<file path="src/rtl/decode_if.sv">
// Signal bundle between fetch, decode and execute. The slave modport is the
// decode side and the master modport is the side that drives it.
interface decode_if #(
    parameter int unsigned DWIDTH = 32,
    parameter int unsigned AWIDTH = 32
);
    logic              valid_i;
    logic              ready_o;
    logic [AWIDTH-1:0] pc_i;
    logic [DWIDTH-1:0] insn_i;
    logic              flush_i;
    logic              valid_o;
    logic              ready_i;
    logic [AWIDTH-1:0] pc_o;
    logic [DWIDTH-1:0] insn_o;
    logic [6:0]        opcode_o;
    logic [4:0]        rd_o;
    logic [4:0]        rs1_o;
    logic [4:0]        rs2_o;
    logic [2:0]        funct3_o;
    logic [6:0]        funct7_o;
    logic [DWIDTH-1:0] imm_o;
    logic              illegal_o;

    modport slave (
        input  valid_i, pc_i, insn_i, flush_i, ready_i,
        output ready_o, valid_o, pc_o, insn_o, opcode_o, rd_o, rs1_o, rs2_o,
               funct3_o, funct7_o, imm_o, illegal_o
    );

    modport master (
        output valid_i, pc_i, insn_i, flush_i, ready_i,
        input  ready_o, valid_o, pc_o, insn_o, opcode_o, rd_o, rs1_o, rs2_o,
               funct3_o, funct7_o, imm_o, illegal_o
    );
endinterface

</file>
<file path="src/rtl/decode.sv">
// RV32I decode stage: splits a fetched word into register/function fields and a
// sign-extended immediate, held in one valid/ready pipeline register for execute.
module decode #(
    parameter int unsigned       DWIDTH   = 32,
    parameter int unsigned       AWIDTH   = 32,
    parameter logic [AWIDTH-1:0] BASEADDR = 32'h01000000
) (
    input  logic    clk,
    input  logic    rst,
    decode_if.slave bus
);
    typedef enum logic [6:0] {
        OP_LOAD     = 7'b0000011,
        OP_MISC_MEM = 7'b0001111,
        OP_IMM      = 7'b0010011,
        OP_AUIPC    = 7'b0010111,
        OP_STORE    = 7'b0100011,
        OP_OP       = 7'b0110011,
        OP_LUI      = 7'b0110111,
        OP_BRANCH   = 7'b1100011,
        OP_JALR     = 7'b1100111,
        OP_JAL      = 7'b1101111,
        OP_SYSTEM   = 7'b1110011
    } opcode_e;

    logic              valid_q;
    logic [AWIDTH-1:0] pc_q;
    logic [DWIDTH-1:0] insn_q;
    logic [DWIDTH-1:0] imm_q;
    logic              illegal_q;

    logic [DWIDTH-1:0] imm_d;
    logic              illegal_d;
    logic              ready;

    // No skid buffer: the register frees up whenever execute takes the bundle.
    assign ready = !valid_q || bus.ready_i;

    // NOTE: every always_comb output gets a default first so no path leaves it
    // unassigned, which would otherwise infer a latch.
    always_comb begin
        imm_d     = '0;
        illegal_d = 1'b0;
        case (bus.insn_i[6:0])
            OP_IMM, OP_LOAD, OP_JALR, OP_SYSTEM, OP_MISC_MEM:
                imm_d = {{20{bus.insn_i[31]}}, bus.insn_i[31:20]};
            OP_STORE:
                imm_d = {{20{bus.insn_i[31]}}, bus.insn_i[31:25], bus.insn_i[11:7]};
            OP_BRANCH:
                imm_d = {{19{bus.insn_i[31]}}, bus.insn_i[31], bus.insn_i[7],
                         bus.insn_i[30:25], bus.insn_i[11:8], 1'b0};
            OP_LUI, OP_AUIPC:
                imm_d = {bus.insn_i[31:12], 12'b0};
            OP_JAL:
                imm_d = {{11{bus.insn_i[31]}}, bus.insn_i[31], bus.insn_i[19:12],
                         bus.insn_i[20], bus.insn_i[30:21], 1'b0};
            OP_OP:
                imm_d = '0;
            default:
                illegal_d = 1'b1;
        endcase
    end

    // NOTE: sequential state uses non-blocking assignments so every register
    // samples the pre-edge values regardless of statement order.
    always_ff @(posedge clk or posedge rst) begin
        if (rst) begin
            valid_q   <= 1'b0;
            pc_q      <= BASEADDR;
            insn_q    <= '0;
            imm_q     <= '0;
            illegal_q <= 1'b0;
        end else if (bus.flush_i) begin
            valid_q <= 1'b0;
        end else if (ready) begin
            valid_q <= bus.valid_i;
            if (bus.valid_i) begin
                pc_q      <= bus.pc_i;
                insn_q    <= bus.insn_i;
                imm_q     <= imm_d;
                illegal_q <= illegal_d;
            end
        end
    end

    // Field outputs are raw slices of the registered word, so they inherit its
    // reset value and its hold/drain behaviour.
    assign bus.ready_o   = ready;
    assign bus.valid_o   = valid_q;
    assign bus.pc_o      = pc_q;
    assign bus.insn_o    = insn_q;
    assign bus.opcode_o  = insn_q[6:0];
    assign bus.rd_o      = insn_q[11:7];
    assign bus.funct3_o  = insn_q[14:12];
    assign bus.rs1_o     = insn_q[19:15];
    assign bus.rs2_o     = insn_q[24:20];
    assign bus.funct7_o  = insn_q[31:25];
    assign bus.imm_o     = imm_q;
    assign bus.illegal_o = illegal_q;
endmodule

</file>
<file path="src/flat_wrapper.sv">
// flat-port wrapper written by rule: the top's interface ports become plain ports
module decode_flat 
#(
    parameter int unsigned       DWIDTH   = 32,
    parameter int unsigned       AWIDTH   = 32,
    parameter logic [AWIDTH-1:0] BASEADDR = 32'h01000000
)
  (clk, rst, bus_valid_i, bus_pc_i, bus_insn_i, bus_flush_i, bus_ready_i, bus_ready_o, bus_valid_o, bus_pc_o, bus_insn_o, bus_opcode_o, bus_rd_o, bus_rs1_o, bus_rs2_o, bus_funct3_o, bus_funct7_o, bus_imm_o, bus_illegal_o);
  decode_if #(.DWIDTH(DWIDTH), .AWIDTH(AWIDTH)) bus_i ();
  input  logic clk;
  input  logic rst;
  input wire logic [$bits(bus_i.valid_i)-1:0] bus_valid_i;
  input wire logic [$bits(bus_i.pc_i)-1:0] bus_pc_i;
  input wire logic [$bits(bus_i.insn_i)-1:0] bus_insn_i;
  input wire logic [$bits(bus_i.flush_i)-1:0] bus_flush_i;
  input wire logic [$bits(bus_i.ready_i)-1:0] bus_ready_i;
  output wire logic [$bits(bus_i.ready_o)-1:0] bus_ready_o;
  output wire logic [$bits(bus_i.valid_o)-1:0] bus_valid_o;
  output wire logic [$bits(bus_i.pc_o)-1:0] bus_pc_o;
  output wire logic [$bits(bus_i.insn_o)-1:0] bus_insn_o;
  output wire logic [$bits(bus_i.opcode_o)-1:0] bus_opcode_o;
  output wire logic [$bits(bus_i.rd_o)-1:0] bus_rd_o;
  output wire logic [$bits(bus_i.rs1_o)-1:0] bus_rs1_o;
  output wire logic [$bits(bus_i.rs2_o)-1:0] bus_rs2_o;
  output wire logic [$bits(bus_i.funct3_o)-1:0] bus_funct3_o;
  output wire logic [$bits(bus_i.funct7_o)-1:0] bus_funct7_o;
  output wire logic [$bits(bus_i.imm_o)-1:0] bus_imm_o;
  output wire logic [$bits(bus_i.illegal_o)-1:0] bus_illegal_o;
  assign bus_i.valid_i = bus_valid_i;
  assign bus_i.pc_i = bus_pc_i;
  assign bus_i.insn_i = bus_insn_i;
  assign bus_i.flush_i = bus_flush_i;
  assign bus_i.ready_i = bus_ready_i;
  assign bus_ready_o = bus_i.ready_o;
  assign bus_valid_o = bus_i.valid_o;
  assign bus_pc_o = bus_i.pc_o;
  assign bus_insn_o = bus_i.insn_o;
  assign bus_opcode_o = bus_i.opcode_o;
  assign bus_rd_o = bus_i.rd_o;
  assign bus_rs1_o = bus_i.rs1_o;
  assign bus_rs2_o = bus_i.rs2_o;
  assign bus_funct3_o = bus_i.funct3_o;
  assign bus_funct7_o = bus_i.funct7_o;
  assign bus_imm_o = bus_i.imm_o;
  assign bus_illegal_o = bus_i.illegal_o;
  decode #(.DWIDTH(DWIDTH), .AWIDTH(AWIDTH), .BASEADDR(BASEADDR)) u_core (.clk(clk), .rst(rst), .bus(bus_i));
endmodule
</file>
<file path="config.mk">
export PLATFORM = sky130hd
export DESIGN_NAME = decode_flat
export DESIGN_NICKNAME = d
export VERILOG_FILES = /design/src/rtl/decode_if.sv /design/src/rtl/decode.sv /design/src/flat_wrapper.sv
export SDC_FILE = /design/constraint.sdc
export NUM_CORES = 1
export LEC_CHECK = 0
export BUFFER_PORTS_ARGS = -buffer_cell sky130_fd_sc_hd__buf_2
export CORE_MARGIN = 2
export CORE_UTILIZATION = 47
export DETAILED_ROUTE_END_ITERATION = 10
export PLACE_DENSITY = 0.9
export RECOVER_POWER = 100
export SLEW_MARGIN = 5
export SYNTH_ARGS = -nofsm -noshare
export SYNTH_HDL_FRONTEND = slang
export SYNTH_SLANG_ARGS = --single-unit
</file>
<file path="constraint.sdc">
create_clock -name clk -period 3.5 [get_ports clk]
set_input_delay 0.175 -clock clk [delete_from_list [all_inputs] [get_ports clk]]
set_output_delay 0.175 -clock clk [all_outputs]
set_load 0.05 [all_outputs]
</file>
* After elaboration in Yosys (flattened, before gate mapping)
Cells that the tools add are included.
Word-level totals: register bits after elaboration 98, word-level logic and storage cells 28
Cells by class: eq/ne operators 11, muxes and demuxes 4, bitwise logic cells 1, reduce and logical (&&, ||, !) cells 7
Operators with widths (count):
- 32-bit one-hot mux with 5 select lines | 1
- 7-bit == test (second input constant) | 4
- 7-bit by 6-bit == test with 1-bit output (second input constant) | 3
- 7-bit by 5-bit == test with 1-bit output (second input constant) | 2
- 11-bit OR reduction | 1
- 7-bit by 2-bit == test with 1-bit output (second input constant) | 1
- 7-bit by 4-bit == test with 1-bit output (second input constant) | 1
- 5-bit OR reduction | 1
- 1-bit 2-to-1 mux | 3
- 3-bit AND reduction | 1
- 2-bit nonzero test | 1
- 2-bit OR reduction | 1
- 1-bit zero test | 1
- 1-bit logical OR | 1
- 1-bit inverter | 1

* Logic depth before layout (Yosys ltp)
depth in word-level cells 4, gate-level depth with buffers 7

* Least setup slack after synthesis
OpenSTA, ideal clock, no wires.
path kind reg2reg, start register u_core.valid_q, in the netlist u_core.bus.valid_o, end register u_core.insn_q[0], in the netlist u_core.bus.insn_o[0], library setup time 0.066 ns, arrival 2.100 ns, required time 3.434 ns, path slack 1.333 ns, cell stages (with the launch flop) 8, path buffers 2, period minus slack after synthesis 2.167 ns, cell sequence dfrtp_1 -> nor2b_1 -> inv_1 -> nand3b_1 -> clkbuf_1 -> buf_1 -> nand2_1 -> nand2_1
Between the ends: longest elaborated chain between the ends 3
Ends and longest elaborated chain:
- start, declared | line decode.sv:26 | logic valid_q;
- start signal, assigned | line decode.sv:76 | valid_q <= bus.valid_i;
- 1-bit zero test | line decode.sv:37 | assign ready = !valid_q || bus.ready_i;
- 1-bit logical OR | line decode.sv:37
- named net bus_ready_o | line flat_wrapper.sv:17 | output wire logic [$bits(bus_i.ready_o)-1:0] bus_ready_o;
- 3-bit AND reduction (no source line)
- end signal, assigned | line decode.sv:79 | insn_q <= bus.insn_i;
- end, declared | line decode.sv:28 | logic [DWIDTH-1:0] insn_q;
The timed path passes the listed nets, and every way through them passes these cells. A chain may end at the register's enable or synchronous reset.

* Final worst setup path
start register u_core.valid_q, in the netlist u_core.bus.valid_o, end register u_core.insn_q[29], in the netlist u_core.bus.insn_o[29]
Between the ends: longest elaborated chain between the ends 3
Ends and longest elaborated chain (line):
- 1-bit zero test | decode.sv:37
- 1-bit logical OR | decode.sv:37
- 3-bit AND reduction (no source line)
No other way between the ends.

==> summary.txt <==
Routed Antenna Nets: 0
Final Cycle Share: 69.2%
slowest CP cell: nor3b_1
fin area: 5580 um^2
final core utilization: 60.4%
GPL Wtd Cong: 0.854
synthesized flop and latch total: 98
die width: 101 um
Ant. Diodes: 0
Post-synth top flop: dfrtp_1
Critical Path RT: 3.81 ns
most common cell after layout, fill and taps aside: nand2_1
Max Slew Vio Count: 71
Hold Path Cell Cnt: 3
crit-path cells: nor2b_1 > nor3b_1 > buf_4 > nand2_1 > nand2_1
Hold Violations, Final: 0
Relative slew margins: -71.1%
Worst Hold End: u_core.bus.insn_o[9]
Clock Skew: 0.0181 ns
yosys warns: 0
post-synthesis sequential area ratio: 55.1%
DR WL/cell: 15.1 um
maxcap violations: 1
cell area after synthesis: 4460 um^2
Crit path max-delay family: simple AND/OR/NAND/NOR gates
hpwl dp: 8.46 mm
Most common cell on crit path: nand2_1
VDD IR max: 0.340 mV
r2r endpoint: u_core.bus.insn_o[29]
Setup TNS: 0 ns
CTS resizes: 0
Max Freq: 413 MHz
chip height: 101 um
vias in the first global route: 4038
worst hold path startpoint: bus_insn_i[9]
DR vias: 4196
P&R area growth vs syn: 25.3%
DR pass1 iterations: 5
leakage: 2.69 nW
share of cells above drive strength 1: 13.4%
Clock transition at path regs: 0.11 ns
final wirelength: 12.5 mm
Max clock buf depth: 2
Initial Utilization: 48.2%
startpoint types: flip-flop
Cell Rows: 35
die area: 10300 um^2
DRC viols: 0
Crit Path Class: flip-flop to flip-flop
worst slack, placed: 1.31 ns
ys async rst share: 100%
number of synthesized flops with an enable pin: 0
Pwr Density: 585 nW/um^2
clk_lat worst skew: 0.36 ns
synthesized net count: 579
RSZ-0062 raised after global routing: false
Core ar.: 9240 um^2
Ports: 200
Cell Area, Placed: 5290 um^2
Buf+Inv Stages, Crit Path: 1
DR vias/cell: 5.07
grt ovf: 0
Crit Path Max Fanout: 34
CP arrival: 2.73 ns
nets: 763
first-pass GRT wire length: 19.5 mm
WHS: 0.0167 ns
R2R Setup Slk: 1.08 ns
final worst setup slack: 1.08 ns
Root Buffer: clkbuf_8
Worst Max-Slew Pin Slew: 2.56 ns
Final setup viols: 0
synthesized area per cell: 8.74 um^2
status: finished with violations
CTS Buf Count: 9
antenna violations before repair: 0
hold crit path type: input pin to flip-flop
Tot GR Track Use: 24.4%
crit path capture type: flip-flop
CTS Sinks: 98
post-synth cell types: 37
largest stage delay on the critical path: 1.06 ns
drt initial violations: 269
failing checks: capacitance limit, slew limit
H-tree levels: 3
Fillers: 864
Port-buffer cells: 199
most frequent cells in the layout: 221 x nand2_1, 132 x clkbuf_1, 97 x dfrtp_1, 68 x buf_2, 34 x a21oi_1
R2R depth: 5
Synth Instances: 510
Reg2Reg Launch Point: u_core.bus.valid_o
CTS tree: built
minimum clock period after layout: 2.42 ns
pin count of the biggest net entering global routing: 89
[cell families after synthesis]
kind of cell	after synthesis	synth area share, %
and+or+nand+nor	272	25.0
DFF	98	55.1
AOI/OAI and AO/OA	75	10.9
buffers and inverters	64	8.73
muxes	1	0.225
[final cells by class]
cell class	instances	area (um^2)	share of cell area, %
Tap cell	129	161	2.89
Multi-Input combinational cell	348	1580	28.3
Inverter	4	15.0	0.269
Timing Repair Buffer	233	1160	20.7
Clock inverter	7	92.6	1.66
Clock buffer	9	124	2.22
Sequential cell	98	2450	44.0
[worst max-delay path by stage]
stage | depth (start not counted) | to | from | slack [ns]
final | 5 | u_core.bus.insn_o[29] | u_core.bus.valid_o | 1.08
after global routing | 2 | u_core.bus.imm_o[2] | rst | 0.79
after CTS | 6 | u_core.bus.imm_o[19] | u_core.bus.valid_o | 1.30
after detailed placement | 6 | u_core.bus.imm_o[30] | bus_insn_i[3] | 1.31
after global placement | 6 | u_core.bus.imm_o[30] | bus_insn_i[3] | 1.39
after floorplan | 1 | u_core.bus.illegal_o | rst | 0.76
[state kept, by name (all words and copies together) (netlist names)]
register / cells
u_core.bus.pc_o: 32
u_core.bus.imm_o: 32
u_core.bus.insn_o: 32
u_core.bus.illegal_o: 1
u_core.bus.valid_o: 1
[per-layer routing]
| metal | track usage, % | part of all wire [%] | routed length, um |
|---|---|---|---|
| met1 | 31.3 | 41 | 5170 |
| met2 | 40.8 | 50 | 6220 |
| met3 | 4.21 | 5.8 | 728 |
| met4 | 10.5 | 2.9 | 365 |
| met5 | 0 | 0 | 0 |
[tightest hold or removal path, stage by stage]
cell	delay [ns]
buf_2	0.09
nand2_1	0.04
nand2_1	0.05
[synthesized netlist by cell type (5+ instances only)]
master	instances	share of area [%]
dfrtp_1	97	54
buf_2	5	0.56
nand3_1	5	0.56
clkbuf_1	16	1.3
nand2_1	221	19
nor2_1	17	1.4
o21ai_2	10	2.0
a21oi_1	34	3.8
nor2b_1	5	0.70
buf_4	32	5.4
nand2b_1	10	1.4
o21ai_0	9	1.0
a22o_1	7	1.4
[per-stage QoR]
stage | std cells | total power, mW
finish | 828 | 3.27
global placement | 783 | 2.51
floorplan | 510 | 2.30
CTS | 828 | 3.33
global route | 828 | 3.41
detailed placement | 783 | 2.53
[repair_timing]
item / CTS / global route
hold buffers: 29 / 0
setup buffers: 0 / 0
endpoints found under the hold margin: 29 / 0
[report_power, final]
part | leakage [nW] | internal [mW] | total, mW | switching [mW]
registers | 1.24 | 1.26 | 1.35 | 0.0909
clock network | 0.109 | 0.349 | 0.780 | 0.431
logic | 1.34 | 0.195 | 1.13 | 0.936
total | 2.69 | 1.81 | 3.27 | 1.46
Note: power is estimated with default switching activity, not from simulation.
